File: src/rtl/hazard_pkg.sv
// Shared types and constants for the pipeline hazard controller.
// Holds the FSM state encoding, MD counter width and the zero-register index.
package hazard_pkg;

  typedef enum logic [1:0] {
    RUN      = 2'd0,
    MD_BUSY  = 2'd1,
    MD_ISSUE = 2'd2
  } hz_state_e;

  localparam int MD_CNT_W = 6;
  localparam logic [4:0] REG_ZERO = 5'd0;

endpackage

File: src/rtl/hazard_ctrl_md_timer.sv
// Loadable down-counter that tracks the remaining multiply/divide latency.
// Saturates at zero; zero flags the final busy cycle.
module md_timer #(
  parameter int W = 6
) (
  input  logic         clk,
  input  logic         rst,
  input  logic         load,
  input  logic [W-1:0] load_val,
  input  logic         dec,
  output logic         zero
);

  logic [W-1:0] cnt_q, cnt_d;

  always_comb begin
    cnt_d = cnt_q;
    if (load) begin
      cnt_d = load_val;
    end else if (dec && (cnt_q != '0)) begin
      cnt_d = cnt_q - 1'b1;
    end
  end

  always_ff @(posedge clk) begin
    if (rst) begin
      cnt_q <= '0;
    end else begin
      cnt_q <= cnt_d;
    end
  end

  assign zero = (cnt_q == '0);

endmodule

File: src/rtl/hazard_ctrl.sv
// Central stall/flush scheduler: load-use stalls, EX branch flushes, MD holds.
// Optional perf counters are built only when HAZARD_PERF_CNT_EN is defined.
module hazard_ctrl
  import hazard_pkg::*;
#(
  parameter int MD_LAT = 4
) (
  input  logic        clk,
  input  logic        rst,
  input  logic [4:0]  id_rs,
  input  logic [4:0]  id_rt,
  input  logic        id_uses_rt,
  input  logic        id_md_req,
  input  logic        ex_memread,
  input  logic [4:0]  ex_rt,
  input  logic        ex_br_taken,
  output logic        pc_write,
  output logic        ifid_write,
  output logic        ifid_flush,
  output logic        idex_bubble,
  output logic        md_start,
  output logic        md_abort,
  output logic        md_busy,
  output logic [31:0] stall_cnt,
  output logic [31:0] flush_cnt
);

  localparam logic [MD_CNT_W-1:0] MD_LOAD = MD_CNT_W'(MD_LAT - 1);

  hz_state_e state_q, state_d;
  logic      lu;
  logic      tmr_load, tmr_dec, tmr_zero;

  assign lu = ex_memread && (ex_rt != REG_ZERO) &&
              ((ex_rt == id_rs) || (id_uses_rt && (ex_rt == id_rt)));

  md_timer #(.W(MD_CNT_W)) u_md_timer (
    .clk      (clk),
    .rst      (rst),
    .load     (tmr_load),
    .load_val (MD_LOAD),
    .dec      (tmr_dec),
    .zero     (tmr_zero)
  );

  // Priority chain: reset, branch flush, MD hold, load-use, MD accept, normal.
  always_comb begin
    state_d     = state_q;
    pc_write    = 1'b1;
    ifid_write  = 1'b1;
    ifid_flush  = 1'b0;
    idex_bubble = 1'b0;
    md_start    = 1'b0;
    md_abort    = 1'b0;
    md_busy     = 1'b0;
    tmr_load    = 1'b0;
    tmr_dec     = 1'b0;
    if (rst) begin
      pc_write    = 1'b0;
      ifid_write  = 1'b0;
      idex_bubble = 1'b1;
      state_d     = RUN;
    end else if (ex_br_taken) begin
      ifid_flush  = 1'b1;
      idex_bubble = 1'b1;
      md_busy     = (state_q == MD_BUSY);
      md_abort    = (state_q == MD_BUSY);
      state_d     = RUN;
    end else if (state_q == MD_BUSY) begin
      pc_write    = 1'b0;
      ifid_write  = 1'b0;
      idex_bubble = 1'b1;
      md_busy     = 1'b1;
      tmr_dec     = 1'b1;
      if (tmr_zero) begin
        state_d = MD_ISSUE;
      end
    end else begin
      // MD_ISSUE lets the held MD instruction into EX, so its request is ignored.
      if (state_q == MD_ISSUE) begin
        state_d = RUN;
      end
      if (lu) begin
        pc_write    = 1'b0;
        ifid_write  = 1'b0;
        idex_bubble = 1'b1;
      end else if ((state_q == RUN) && id_md_req) begin
        pc_write    = 1'b0;
        ifid_write  = 1'b0;
        idex_bubble = 1'b1;
        md_start    = 1'b1;
        tmr_load    = 1'b1;
        state_d     = MD_BUSY;
      end
    end
  end

  always_ff @(posedge clk) begin
    if (rst) begin
      state_q <= RUN;
    end else begin
      state_q <= state_d;
    end
  end

`ifdef HAZARD_PERF_CNT_EN
  logic [31:0] stall_cnt_q, flush_cnt_q;

  always_ff @(posedge clk) begin
    if (rst) begin
      stall_cnt_q <= '0;
      flush_cnt_q <= '0;
    end else begin
      if (!pc_write) begin
        stall_cnt_q <= stall_cnt_q + 32'd1;
      end
      if (ifid_flush) begin
        flush_cnt_q <= flush_cnt_q + 32'd1;
      end
    end
  end

  assign stall_cnt = stall_cnt_q;
  assign flush_cnt = flush_cnt_q;
`else
  assign stall_cnt = '0;
  assign flush_cnt = '0;
`endif

endmodule
File: config.mk
export PLATFORM = sky130hd
export DESIGN_NAME = hazard_ctrl
export DESIGN_NICKNAME = d
export VERILOG_FILES = /design/src/rtl/hazard_pkg.sv /design/src/rtl/hazard_ctrl_md_timer.sv /design/src/rtl/hazard_ctrl.sv
export SDC_FILE = /design/constraint.sdc
export NUM_CORES = 1
export LEC_CHECK = 0
export BUFFER_PORTS_ARGS = -buffer_cell sky130_fd_sc_hd__clkbuf_2
export CAP_MARGIN = 15
export CORE_ASPECT_RATIO = 1.4
export CORE_MARGIN = 3
export CORE_UTILIZATION = 35
export DETAILED_ROUTE_END_ITERATION = 6
export GPL_ROUTABILITY_DRIVEN = 0
export PLACE_DENSITY = 0.82
export SYNTH_ARGS = -nofsm -noshare
export SYNTH_HDL_FRONTEND = slang
export SYNTH_HIERARCHICAL = 1
export SYNTH_SLANG_ARGS = --single-unit
File: constraint.sdc
create_clock -name clk -period 2.6 [get_ports clk]
set_clock_uncertainty 0.05 [all_clocks]
set_input_delay 0.52 -clock clk [delete_from_list [all_inputs] [get_ports clk]]
set_output_delay 0.52 -clock clk [all_outputs]
set_load 0.005 [all_outputs]
-- Yosys cells after proc, flatten, opt, wreduce, memory -nomap -nowiden
Cells that the tools add are included.
- muxes and demuxes: 30
- bitwise gates (word level): 0
- add/subtract/negate cells: 1
- eq/ne operators: 5
- $lt $le $gt $ge: 0
- div/mod/pow operators: 0
- reduce and logical (&&, ||, !) cells: 13
- $mul: 0
- shift operators: 0
- operators with widths (kind ; count):
    $mux W1 ; 23
    $mux W2 ; 7
    $eq A5 B5 Y1 ; 2
    $logic_not A6 Y1 ; 1
    $reduce_bool A6 Y1 ; 1
    $sub A6 B1 Y6 const B ; 1
    $logic_and A1 B1 Y1 ; 5
    $reduce_bool A5 Y1 ; 1
    $reduce_or A2 Y1 ; 2
    $eq A2 B1 Y1 const B ; 1
    $eq A2 B2 Y1 const B ; 1
    $logic_not A2 Y1 ; 1
    $ne A2 B2 Y1 const B ; 1
    $reduce_bool A2 Y1 ; 1
    $logic_or A1 B1 Y1 ; 1
- logic and storage cells: 52
- output and inout bits: 71
- bits in latches: 0
- memories: 0
- bits in read-only memories: 0
- register bits after elaboration: 8
- RAM bits: 0

-- Depth between registers and ports, before layout
- depth after elaboration: 9
- depth in mapped cells: 8
- depth with buffers taken out: 8

-- Modules after synthesis
The synthesis kept the hierarchy.
- by module, submodules not included (module ; area an instance (um^2) ; sequential area each (um^2) ; cells an instance ; instances):
    hazard_ctrl ; 789.5 ; 40.0 ; 108 ; 1
    md_timer ; 371.6 ; 120.1 ; 42 ; 1

-- Worst setup path after synthesis
No wires, ideal clock.
- kind: input-to-output
- start point: input port ex_rt[1]
- end point: output port pc_write
- stages: 5
- data required time: 2030 ps
- arrival: 1663 ps
- buffers on the path: 1
- slack: 367 ps
- cell sequence: or4_1 > o21ai_2 > nor2_2 > a211oi_2 > buf_4
- cells in the longest elaborated chain, start to end: 8
- elaborated cells between the ends (all ways): 11
- RTL lines (what ; RTL line ; text):
    from (decl) ; hazard_ctrl.sv:15 ; input logic [4:0] ex_rt,
    $eq A5 B5 Y1 ; hazard_ctrl.sv:35 ; ((ex_rt == id_rs) || (id_uses_rt && (ex_rt == id_rt)));
    $logic_and A1 B1 Y1 ; hazard_ctrl.sv:35 ;
    $logic_or A1 B1 Y1 ; hazard_ctrl.sv:35 ;
    $logic_and A1 B1 Y1 (*) ; hazard_ctrl.sv:34 ; assign lu = ex_memread && (ex_rt != REG_ZERO) &&
    $mux W1 (*) (4 in series) ; n/a ;
    to (decl) ; hazard_ctrl.sv:17 ; output logic pc_write,
Mark *: on every way between the ends. The rest lies on a longest branch, timed or not.

-- Worst setup path after layout
- start point: input port ex_rt[1]
- end point: output port md_start
- cells in the longest elaborated chain, start to end: 8
- elaborated cells between the ends (all ways): 11
- RTL lines (what ; RTL line ; text):
    $eq A5 B5 Y1 ; hazard_ctrl.sv:35 ;
    $logic_and A1 B1 Y1 ; hazard_ctrl.sv:35 ;
    $logic_or A1 B1 Y1 ; hazard_ctrl.sv:35 ;
    $logic_and A1 B1 Y1 (*) ; hazard_ctrl.sv:34 ;
    $mux W1 (*) ; hazard_ctrl.sv:83 ; if (lu) begin
    $mux W1 (*) ; hazard_ctrl.sv:69 ; end else if (state_q == MD_BUSY) begin
    $mux W1 (*) ; hazard_ctrl.sv:63 ; end else if (ex_br_taken) begin
    $mux W1 (*) ; hazard_ctrl.sv:58 ; if (rst) begin
    to (decl) ; hazard_ctrl.sv:21 ; output logic md_start,
Marks and branches as above.

==> impl_metrics.prom <==
# TYPE chip_impl_metric gauge
chip_impl_metric{name="finalSetupViolations",unit=""} 0
chip_impl_metric{name="cts.hold.buffers_added",unit=""} 0
chip_impl_metric{name="final-hold-violation-count",unit=""} 0
chip_impl_metric{name="slew_headroom",unit=""} 0.615
chip_impl_info{name="clockRootBuffer",value="clkbuf_8"} 1
chip_impl_metric{name="cts_max_level",unit=""} 1
chip_impl_metric{name="drv.max_cap_violation_count",unit=""} 0
chip_impl_metric{name="pwr-share-seq",unit=""} 0.332
chip_impl_metric{name="synth.cell_area",unit="um2"} 1160
chip_impl_metric{name="layout-area-overhead-vs-synth",unit="%"} 1.51
chip_impl_metric{name="timing.critical_path.buf_inv",unit=""} 3
chip_impl_metric{name="detail_route.wl_per_cell",unit="um"} 9.03
chip_impl_metric{name="setup_tns",unit="ns"} 0
chip_impl_metric{name="pwr-share-comb",unit=""} 0.303
chip_impl_metric{name="post-route-min-period",unit="ns"} 2.47
chip_impl_info{name="worst_hold_startpoint",value="state_q[0]"} 1
chip_impl_metric{name="fmaxAchievable",unit="MHz"} 404
chip_impl_info{name="worst_path_most_repeated_cell",value="clkbuf_2"} 1
chip_impl_metric{name="globalRouteTotalUtil",unit=""} 0.0934
chip_impl_metric{name="num_antenna_cells",unit=""} 0
chip_impl_info{name="mostFrequentLayoutCells",value="conb_1, clkbuf_2, xnor2_1"} 1
chip_impl_metric{name="cts_setup_buffers",unit=""} 0
chip_impl_metric{name="syn_avg_cell_area",unit="um2"} 7.74
chip_impl_metric{name="power_frac_clock",unit=""} 0.365
chip_impl_info{name="critPathCaptureType",value="output pin"} 1
chip_impl_metric{name="synth_sequential_area_ratio",unit=""} 0.138
chip_impl_info{name="crit_path_cell_trace",value="clkbuf_2, or4_1, o21ai_2, inv_1, a21oi_1, clkbuf_2"} 1
chip_impl_metric{name="hold-worst-slack",unit="ns"} 0.450
chip_impl_metric{name="post_cts.resized_instances",unit=""} 0
chip_impl_metric{name="final_max_slew_viol_count",unit=""} 0
chip_impl_metric{name="internal-power",unit="W"} 0.000284
chip_impl_metric{name="utilization",unit=""} 0.374
chip_impl_metric{name="timing.critical_path.arrival",unit="ns"} 1.90
chip_impl_info{name="critical-path-slowest-cell",value="or4_1"} 1
chip_impl_metric{name="die_height",unit="um"} 74.2
chip_impl_metric{name="synth-edff-count",unit=""} 0
chip_impl_metric{name="clk_transition_reported_paths",unit="ns"} 0.04
chip_impl_metric{name="routedLengthMet1",unit="um"} 647
chip_impl_metric{name="grt_antenna_before_repair",unit=""} 0
chip_impl_metric{name="sink_count",unit=""} 8
chip_impl_metric{name="place_area",unit="um2"} 1140
chip_impl_metric{name="initial_core_util",unit=""} 0.368
chip_impl_metric{name="detail-route-antenna-nets",unit=""} 0
chip_impl_metric{name="ys_ff_latch",unit=""} 8
chip_impl_info{name="r2r_start",value="state_q[0]"} 1
chip_impl_metric{name="fp-row-count",unit=""} 24
chip_impl_metric{name="finalNetCount",unit=""} 211
chip_impl_metric{name="vias",unit=""} 899
chip_impl_metric{name="clock_latency_late_sink",unit="ns"} 0.24
chip_impl_metric{name="post-dp-hpwl",unit="um"} 1760
chip_impl_metric{name="core_area",unit="um2"} 3150
chip_impl_info{name="reg2reg_to",value="u_md_timer/cnt_q[5]"} 1
chip_impl_metric{name="grt_max_degree",unit=""} 11
chip_impl_metric{name="tritoncts.num_buffers",unit=""} 3
chip_impl_metric{name="max-clock-path-buffers",unit=""} 2
chip_impl_info{name="worst_setup_path_start_kind",value="input pin"} 1
chip_impl_metric{name="power_switching",unit="W"} 0.000134
chip_impl_info{name="final_common_cell",value="conb_1"} 1
chip_impl_metric{name="dr_wl_met3",unit="um"} 331
chip_impl_metric{name="num_ports",unit=""} 92
chip_impl_metric{name="p_per_area",unit="nW/um2"} 355
chip_impl_metric{name="fraction_of_power_spent_switching_nets",unit=""} 0.322
chip_impl_info{name="timing.hold.worst.class",value="register to register"} 1
chip_impl_metric{name="synthesis.yosys.warnings",unit=""} 6
chip_impl_info{name="worstHoldEndpoint",value="state_q[1]"} 1
chip_impl_metric{name="detail_route.first_pass.iterations",unit=""} 4
chip_impl_metric{name="synthArstFlopShare",unit=""} 0
chip_impl_info{name="dr.max_layer_used",value="met4"} 1
chip_impl_info{name="rsz0062_at_grt",value="no"} 1
chip_impl_metric{name="post_drt_via_cell_ratio",unit=""} 4.00
chip_impl_metric{name="global_route_wire_length_before_repair",unit="um"} 2620
chip_impl_info{name="synth_top_flop_cell",value="dfxtp_1"} 1
chip_impl_metric{name="synthCells",unit=""} 150
chip_impl_info{name="worst-setup-path-type",value="input pin to output pin"} 1
chip_impl_metric{name="post-route-period-util",unit=""} 0.951
chip_impl_metric{name="met2WireLength",unit="um"} 1010
chip_impl_info{name="tritoncts",value="built"} 1
chip_impl_metric{name="io_buffers",unit=""} 27
chip_impl_metric{name="final_cell_area",unit="um2"} 1180
chip_impl_metric{name="reg2reg_slack",unit="ns"} 0.65
chip_impl_metric{name="drive_gt1_frac",unit=""} 0.226
chip_impl_metric{name="globalRoute.totalOverflow",unit=""} 0
chip_impl_metric{name="die-width",unit="um"} 54.7
chip_impl_metric{name="vdd.ir_drop.worst",unit="uV"} 212
chip_impl_metric{name="worstRegToRegCells",unit=""} 6
chip_impl_metric{name="worst_slew_pin_slew",unit="ns"} 0.570
chip_impl_metric{name="initial_drt_markers",unit=""} 15
chip_impl_info{name="status",value="finished, final reports clean"} 1
chip_impl_metric{name="critPathMaxFanout",unit=""} 4
chip_impl_metric{name="detail_route.drc_violations",unit=""} 0
chip_impl_metric{name="netlist-cell-type-count",unit=""} 34
chip_impl_metric{name="total_leakage_power",unit="nW"} 0.591
chip_impl_metric{name="drt_wl_total",unit="um"} 2030
chip_impl_metric{name="timing.hold.worst_path_depth",unit=""} 2
chip_impl_metric{name="floorplan.die_area",unit="um2"} 4050
chip_impl_metric{name="vias_in_the_first_global_route",unit=""} 688
chip_impl_info{name="gate_family_responsible_for_the_most_delay_along_the_worst_path",value="simple AND/OR/NAND/NOR gates"} 1
chip_impl_metric{name="critical-path-max-stage-delay",unit="ns"} 0.56
chip_impl_metric{name="worst-endpoint-required",unit="ns"} 2.03
state kept, by name, indices dropped and copies added, names as in the netlist:
register / cells
state_q: 2
u_md_timer/cnt_q: 6
Yosys cell counts, types with 3 or more instances:
master    instances  area, um2
nor3_1            6       30.0
buf_4            65        488
a211oi_1          3       22.5
xnor2_1          12        105
dfxtp_1           8        160
a21oi_1           4       20.0
nand2_1           4       15.0
o21ai_0           3       15.0
nor2_1            8       30.0
inv_1             6       22.5
power groups by stage:
stage          clock, W  sequential, W  combinational [W]
5_1_grt        0.000167       0.000140           0.000146
3_3_place_gp          0       0.000140           0.000124
4_1_cts        0.000160       0.000139           0.000125
2_1_floorplan         0       0.000139           0.000155
3_5_place_dp          0       0.000141           0.000125
6_report       0.000153       0.000139           0.000127
per-layer routing:
layer / track usage / vias up
met4: 0.0609 / 0
li1: - / 437
met3: 0.0481 / 3
met2: 0.176 / 64
met1: 0.0667 / 395
met5: 0 / -
logic make-up (layout without fill, tap and decap cells):
kind of cell	count (synthesis)	count (layout)	synth area share
other	2	70	0.00647
flip-flops	8	8	0.138
AO/OA/AOI/OAI	21	21	0.130
multiplexers	1	1	0.00862
buffers and inverters	72	40	0.444
adder cells (fa/ha/maj)	2	2	0.0215
AND/OR/NAND/NOR	32	32	0.161
XOR/XNOR	12	12	0.0905
through the flow:
stage	worst slack, ns	cells	power, W
2_1_floorplan	0.367	218	0.000294
3_3_place_gp	0.164	222	0.000264
3_5_place_dp	0.105	222	0.000265
4_1_cts	0.110	225	0.000424
5_1_grt	0.0467	225	0.000453
6_report	0.126	225	0.000418
layout make-up:
class	count	area, um2
Multi-Input combinational cell	138	741
Fill cell	333	1970
Tap cell	39	48.8
Inverter	6	22.5
Sequential cell	8	160
Timing Repair Buffer	31	165
Clock buffer	3	41.3
how the worst max path moves through the flow:
stage	startpoint	end	depth (start not counted)
finish	ex_rt[1]	md_start	6
global route	ex_rt[1]	md_start	6
CTS	ex_rt[1]	md_start	6
detailed placement	ex_rt[1]	u_md_timer/cnt_q[1]	9
global placement	ex_rt[1]	md_start	6
floorplan	ex_rt[1]	pc_write	5
tightest hold or removal path, cell delays in order (launching register included):
cell and delay, ns:
dfxtp_1 0.33, o21ai_0 0.08, nor3_1 0.04
(Power assumes the default switching activity.)
